File: src/rtl/piso_shift_register_if.sv
// Parallel-load / serial-out bundle for piso_shift_register.
// master = word producer and serial consumer side, slave = the shifter.
interface piso_shift_register_if #(
   parameter int unsigned WIDTH = 4
);
   logic [WIDTH-1:0] Pin;
   logic             Load;
   logic             Ready;
   logic             Sout;
   logic             Sout_Valid;
   logic             Sout_Last;

   modport master (
      output Pin,
      output Load,
      input  Ready,
      input  Sout,
      input  Sout_Valid,
      input  Sout_Last
   );

   modport slave (
      input  Pin,
      input  Load,
      output Ready,
      output Sout,
      output Sout_Valid,
      output Sout_Last
   );
endinterface

File: src/rtl/piso_shift_register.sv
// Parallel-in serial-out shifter with valid/last framing and back-to-back streaming.
// Optional macro PISO_PARITY_EN appends one even-parity bit to every frame.
module piso_shift_register #(
   parameter int unsigned WIDTH     = 4,
   parameter bit          MSB_FIRST = 1'b1
) (
   input logic                   Clock,
   input logic                   Clear,
   piso_shift_register_if.slave  bus
);

`ifdef PISO_PARITY_EN
   localparam int unsigned FrameLen = WIDTH + 1;
`else
   localparam int unsigned FrameLen = WIDTH;
`endif
   localparam int unsigned CntW = $clog2(FrameLen + 1);

   localparam logic [0:0] StIdle  = 1'b0;
   localparam logic [0:0] StShift = 1'b1;

   logic [0:0]       state_q, state_d;
   logic [WIDTH-1:0] sreg_q, sreg_d;
   logic [CntW-1:0]  cnt_q, cnt_d;
   logic [CntW-1:0]  cnt_inc;
   logic             sout_q, sout_d;
   logic             valid_q, valid_d;
   logic             last_q, last_d;
   logic             ready;
   logic             accept;
`ifdef PISO_PARITY_EN
   logic             parity_q, parity_d;
`endif

   // Ready reopens while the final frame bit is on the wire so frames can abut.
   assign ready          = (state_q == StIdle) || last_q;
   assign accept         = bus.Load && ready;
   assign cnt_inc        = cnt_q + CntW'(1);

   assign bus.Ready      = ready;
   assign bus.Sout       = sout_q;
   assign bus.Sout_Valid = valid_q;
   assign bus.Sout_Last  = last_q;

   always_comb begin
      state_d  = state_q;
      sreg_d   = sreg_q;
      cnt_d    = cnt_q;
      sout_d   = sout_q;
      valid_d  = valid_q;
      last_d   = last_q;
`ifdef PISO_PARITY_EN
      parity_d = parity_q;
`endif
      if (accept) begin
         state_d = StShift;
         cnt_d   = '0;
         valid_d = 1'b1;
         last_d  = 1'b0;
         if (MSB_FIRST) begin
            sout_d = bus.Pin[WIDTH-1];
            sreg_d = {bus.Pin[WIDTH-2:0], 1'b0};
         end else begin
            sout_d = bus.Pin[0];
            sreg_d = {1'b0, bus.Pin[WIDTH-1:1]};
         end
`ifdef PISO_PARITY_EN
         parity_d = ^bus.Pin;
`endif
      end else if (state_q == StShift) begin
         if (last_q) begin
            state_d = StIdle;
            sreg_d  = '0;
            cnt_d   = '0;
            sout_d  = 1'b0;
            valid_d = 1'b0;
            last_d  = 1'b0;
         end else begin
            cnt_d  = cnt_inc;
            last_d = (cnt_inc == CntW'(FrameLen - 1));
            if (MSB_FIRST) begin
               sout_d = sreg_q[WIDTH-1];
               sreg_d = {sreg_q[WIDTH-2:0], 1'b0};
            end else begin
               sout_d = sreg_q[0];
               sreg_d = {1'b0, sreg_q[WIDTH-1:1]};
            end
`ifdef PISO_PARITY_EN
            // Data is exhausted once the counter passes the last data bit index.
            if (cnt_inc == CntW'(WIDTH)) begin
               sout_d = parity_q;
            end
`endif
         end
      end
   end

   always_ff @(posedge Clock or negedge Clear) begin
      if (!Clear) begin
         state_q  <= StIdle;
         sreg_q   <= '0;
         cnt_q    <= '0;
         sout_q   <= 1'b0;
         valid_q  <= 1'b0;
         last_q   <= 1'b0;
`ifdef PISO_PARITY_EN
         parity_q <= 1'b0;
`endif
      end else begin
         state_q  <= state_d;
         sreg_q   <= sreg_d;
         cnt_q    <= cnt_d;
         sout_q   <= sout_d;
         valid_q  <= valid_d;
         last_q   <= last_d;
`ifdef PISO_PARITY_EN
         parity_q <= parity_d;
`endif
      end
   end

endmodule

File: src/flat_wrapper.sv
// flat-port wrapper written by rule: the top's interface ports become plain ports
module piso_shift_register_flat 
#(
   parameter int unsigned WIDTH     = 4,
   parameter bit          MSB_FIRST = 1'b1
)
  (Clock, Clear, bus_Pin, bus_Load, bus_Ready, bus_Sout, bus_Sout_Valid, bus_Sout_Last);
  piso_shift_register_if #(.WIDTH(WIDTH)) bus_i ();
  input logic Clock;
  input logic Clear;
  input wire logic [$bits(bus_i.Pin)-1:0] bus_Pin;
  input wire logic [$bits(bus_i.Load)-1:0] bus_Load;
  output wire logic [$bits(bus_i.Ready)-1:0] bus_Ready;
  output wire logic [$bits(bus_i.Sout)-1:0] bus_Sout;
  output wire logic [$bits(bus_i.Sout_Valid)-1:0] bus_Sout_Valid;
  output wire logic [$bits(bus_i.Sout_Last)-1:0] bus_Sout_Last;
  assign bus_i.Pin = bus_Pin;
  assign bus_i.Load = bus_Load;
  assign bus_Ready = bus_i.Ready;
  assign bus_Sout = bus_i.Sout;
  assign bus_Sout_Valid = bus_i.Sout_Valid;
  assign bus_Sout_Last = bus_i.Sout_Last;
  piso_shift_register #(.WIDTH(WIDTH), .MSB_FIRST(MSB_FIRST)) u_core (.Clock(Clock), .Clear(Clear), .bus(bus_i));
endmodule
File: config.mk
export PLATFORM = sky130hd
export DESIGN_NAME = piso_shift_register_flat
export DESIGN_NICKNAME = d
export VERILOG_FILES = /design/src/rtl/piso_shift_register_if.sv /design/src/rtl/piso_shift_register.sv /design/src/flat_wrapper.sv
export SDC_FILE = /design/constraint.sdc
export NUM_CORES = 1
export LEC_CHECK = 0
export BUFFER_PORTS_ARGS = -buffer_cell sky130_fd_sc_hd__buf_4
export CORE_MARGIN = 1
export CORE_UTILIZATION = 34
export DETAILED_ROUTE_END_ITERATION = 10
export GPL_TIMING_DRIVEN = 0
export SLEW_MARGIN = 20
export SYNTH_ARGS = -nofsm -noshare
export SYNTH_HDL_FRONTEND = slang
export SYNTH_SLANG_ARGS = --single-unit
File: constraint.sdc
create_clock -name Clock -period 1.8 [get_ports Clock]
set_input_delay 0.09 -clock Clock [delete_from_list [all_inputs] [get_ports Clock]]
set_output_delay 0.09 -clock Clock [all_outputs]
set_load 0.02 [all_outputs]
After elaboration in Yosys (flattened, before gate mapping)

Index checks and enable logic that the tools add are counted.

Muxes and demuxes: 18
Eq/ne operators: 1
Add/sub/neg operators: 1
Reduce and logical (&&, ||, !) cells: 5
Bitwise logic cells: 1

Operators by type and width:

| operator                                                        | count |
|---|---|
| 1-bit two-way mux                                               | 12 |
| 4-bit two-way mux                                               | 3 |
| 3-bit two-way mux                                               | 3 |
| 2-bit nonzero test                                              | 2 |
| 3-bit by 1-bit adder with 3-bit output, second input constant   | 1 |
| 3-bit by 2-bit == test with 1-bit output, second input constant | 1 |
| 2-bit AND reduction                                             | 1 |
| 1-bit logical AND                                               | 1 |
| 1-bit logical OR                                                | 1 |
| 1-bit inverter                                                  | 1 |

Input port bits: 7
Register bits after elaboration: 11

Longest topological paths before layout

Depth after elaboration: 5
Depth in mapped cells: 4
Mapped depth without buffers: 4

Worst setup path before layout

OpenSTA, ideal clock, no wires.

Kind: flip-flop to flip-flop
From: register u_core.last_q, in the netlist u_core.bus.Sout_Last
To: register u_core.sreg_q[2]
Stages on the path, launching flop included: 4
Arrival: 1.202 ns
Path buffers: 0
Required time: 1.674 ns
Period minus slack after synthesis: 1.329 ns
Path slack: 0.471 ns
Library setup time: 0.126 ns
Cells stage by stage: dfrtp_1 -> and2b_1 -> inv_2 -> a311o_1

Longest elaborated chain between the ends: 3
Elaborated cells between the ends (all ways): 6

RTL lines:

| item                                                           | RTL line                   | text |
|---|---|---|
| from (decl)                                                    | piso_shift_register.sv:28  | `logic last_q, last_d;` |
| from (signal assigned)                                         | piso_shift_register.sv:115 | `last_q <= last_d;` |
| 1-bit logical OR *                                             | piso_shift_register.sv:36  | `assign ready = (state_q == StIdle) \|\| last_q;` |
| net bus_Ready                                                  | flat_wrapper.sv:13         | `output wire logic [$bits(bus_i.Ready)-1:0] bus_Ready;` |
| 1-bit logical AND *                                            | piso_shift_register.sv:37  | `assign accept = bus.Load && ready;` |
| 4-bit two-way mux / 2-bit nonzero test (equally long branches) | -                          |  |
| to (signal assigned)                                           | piso_shift_register.sv:111 | `sreg_q <= sreg_d;` |
| to (decl)                                                      | piso_shift_register.sv:23  | `logic [WIDTH-1:0] sreg_q, sreg_d;` |

The timed path passes the listed nets; every way through them passes the cells marked *. The select of a mux whose other input is x is not followed.
A chain may end at the register's enable or synchronous reset.

Final worst setup path

From: register u_core.last_q, in the netlist u_core.bus.Sout_Last
To: output port bus_Ready

Longest elaborated chain between the ends: 1

RTL lines:

| item             | RTL line |
|---|---|
| 1-bit logical OR | piso_shift_register.sv:36 |
| to (decl)        | flat_wrapper.sv:13 |

No other way between the ends.

==> out/results.ini <==
[power_and_ir_drop]
p_leak_uw = 0.000285
p_per_area_mw_per_mm2 = 1630
power_frac_clock_pct = 15.8
power_switching_share_pct = 37.9
power_uw = 962
seqPwrFrac_pct = 41.1
p_switching_uw = 365
comb_power_share_pct = 43.1
ir_drop_uv = 658
p_int_uw = 598

[timing]
finalSetupViolCount = 0
worst_pin_slew_ns = 0.324
clock.fmax_mhz = 725
period_minus_slack_ns = 1.38
final_hold_viol_count = 0
skew_ns = 0.00387
maxSlewViolCount = 0
fin_crit_sh_pct = 76.7
slew_headroom_pct = 78.3
setup_tns_ns = 0
rsz0062_at_grt = no

[placement]
hpwl_um = 668
numPortBuffers = 10
routabilityCongestion = 0.719

[flow_run]
drv_cap = 0

[drt]
routedWlPerCell_um = 13.3
postRouteWirelength_um = 889
vias_per_cell = 5.43
ant_nets = 0
drt-initial-drc-count = 2
drcViolationCount = 0
num_vias = 364
dr.pass1.iters = 4

[floorplan]
fp.dieW_um = 39.1
rows = 12
die_h_um = 39.1
start_util_pct = 39.3
ioPinCount = 11
dieArea_sq_mm = 0.00152
coreArea_sq_mm = 0.00119

[setup_path]
worstPathCellList = and2b_1 > inv_2 > buf_4
cp_slowest_cell = dfrtp_1
critPathTopFamily = flip-flops
critPathMaxFanout = 8
crit_type = reg2out
worstPathRequired_ns = 1.71
worstSetupStartpointType = flop
cpPeakStageDelay_ns = 0.49
crit_buf_inv = 2
r2r_slack_ns = 0.50
reg2reg_from = u_core.bus.Sout_Last
critPathArrivalTime_ns = 1.29
endpoint_kind = primary output
reg2reg_depth = 3
r2r_end = u_core.sreg_q[2]

[global_route]
grt_max_degree = 11
grt_pass1_wl_um = 1510
track_usage_pct = 15.2
grt_use_met1_pct = 18.6
antenna_found_initial = 0
gr-total-overflow = 0
met2_usage_pct = 23.3
grtUsageMet3_pct = 5.20
grt.busiest_layer = met2
grt_pass1_vias = 362

[logic_synthesis]
yosys-top-cells-area = dfrtp_1 54%, mux2i_1 6.4%, ha_1 5.4%
synthCells = 39
synth_most_common_cell = dfrtp_1
synth_top_area_cell = dfrtp_1
synth_top_family_by_area = compound AO/OA/AOI/OAI gates
yosys_warnings = 0
yosysSeqAreaShare_pct = 53.6
ys_ff_latch = 10
syn_area_per_cell_sq_um = 12.0
synth_adder_area_share_pct = 5.36
synth.cell_area_sq_um = 467
synth_nets = 48
ys_types = 20
synth-compound-area-share_pct = 15.0
synth_edf_count = 0
synth_common_cells = 10 x dfrtp_1, 3 x inv_1, 3 x mux2i_1, 3 x nor2_1
netlist.area_leader.share_pct = 53.6
synthArstFlopShare_pct = 100
synth_flop_cell = dfrtp_1
synth-simple-area-share_pct = 11.0
synthMuxAreaShare_pct = 8.85
synth_xor_area_share_pct = 1.88

[hold_path]
min_to = u_core.sreg_q[2]
worstHoldStart = bus_Pin[1]
hold_path_depth = 2
min_path_type = in2reg

[clock_network]
cts_max_level = 1
cts_tree = built
clock_path_buffers = 2
cts_root_buf = clkbuf_4
path_clk_slew_ns = 0.06
clk_latency_ns = 0.27
cts_num_sinks = 10
cts_made_buffers = 3

[cells_and_area]
final_core_util_pct = 49.9
nNetsFinal = 64
area_growth_pct = 26.8
drive_gt1_share_pct = 30.2
n_antenna_cell = 0

[outcome]
outcome = complete, no violations

## sequential cells by signal (all words and copies together), names as in the netlist
signal / count
u_core.bus.Sout: 1
u_core.bus.Sout_Last: 1
u_core.bus.Sout_Valid: 1
u_core.cnt_q: 3
u_core.sreg_q: 3
u_core.state_q: 1
## area by class of cell
class,count,area (sq um)
Multi-Input combinational cell,24,196
Buffer,1,5.00
Inverter,4,15.0
Fill cell,115,594
Clock buffer,3,22.5
Timing Repair Buffer,11,85.1
Tap cell,14,17.5
Sequential cell,10,250
## cells in the final DEF, fill, tap and decap left out
cell type      count
a311o_1            1
nand2b_1           1
a21oi_1            1
o221ai_1           2
dlygate4sd3_1      1
nor2_1             3
and3b_1            1
buf_2              1
xnor2_1            1
inv_2              1
clkbuf_4           3
ha_1               2
a32o_1             2
o2bb2ai_1          1
nand3_1            2
inv_1              3
and2b_1            1
buf_4             10
a22o_1             1
mux2_2             1
mux2i_1            3
nor3b_1            1
dfrtp_1           10
## timing repair
item | 4_1_cts | 5_1_grt
resized for setup | 0 | 0
buffers inserted | 0 | 0
hold buffers | 1 | 0
hold endpoints to repair | 10 | 0
## cells by family (layout without fill, tap and decap cells)
group	after synthesis	count (layout)
xor+xnor	1	1
simple gates	9	9
mux	4	4
flops	10	10
buf+inv	5	19
compound gates	8	8
fa+ha+maj	2	2
## through the flow
step	area [sq um]	setup slack, ns	cells	hold slack [ns]
2_1_floorplan	467	0.471	39	-0.206
3_3_place_gp	559	0.531	63	-0.0803
3_5_place_dp	559	0.519	63	-0.0753
4_1_cts	592	0.413	67	0.0683
5_1_grt	592	0.345	67	0.0826
6_report	592	0.420	67	0.0707
## power by group through the flow
stage               combinational (uW)  sequential, uW  clock (uW)
detailed placement                 418             399           0
CTS                                421             395         156
floorplan                          257             413           0
global placement                   394             393           0
finish                             414             396         152
global route                       468             407         162
## worst max path at each step
stage	start	endpoint	slack, ns	cells after the start
3_5_place_dp	u_core.bus.Sout_Last	u_core.sreg_q[2]	0.52	3
5_1_grt	u_core.bus.Sout_Last	bus_Ready	0.35	3
4_1_cts	u_core.bus.Sout_Last	bus_Ready	0.41	3
2_1_floorplan	u_core.bus.Sout_Last	u_core.sreg_q[2]	0.47	3
6_report	u_core.bus.Sout_Last	bus_Ready	0.42	3
3_3_place_gp	u_core.bus.Sout_Last	u_core.sreg_q[2]	0.53	3
## metal layers
layer	share of wire, %	vias to the layer above
li1	-	173
met1	49	173
met2	42	15
met3	6.5	3
met4	2.2	0
met5	0	-
Power figures use the tool's default switching activity.
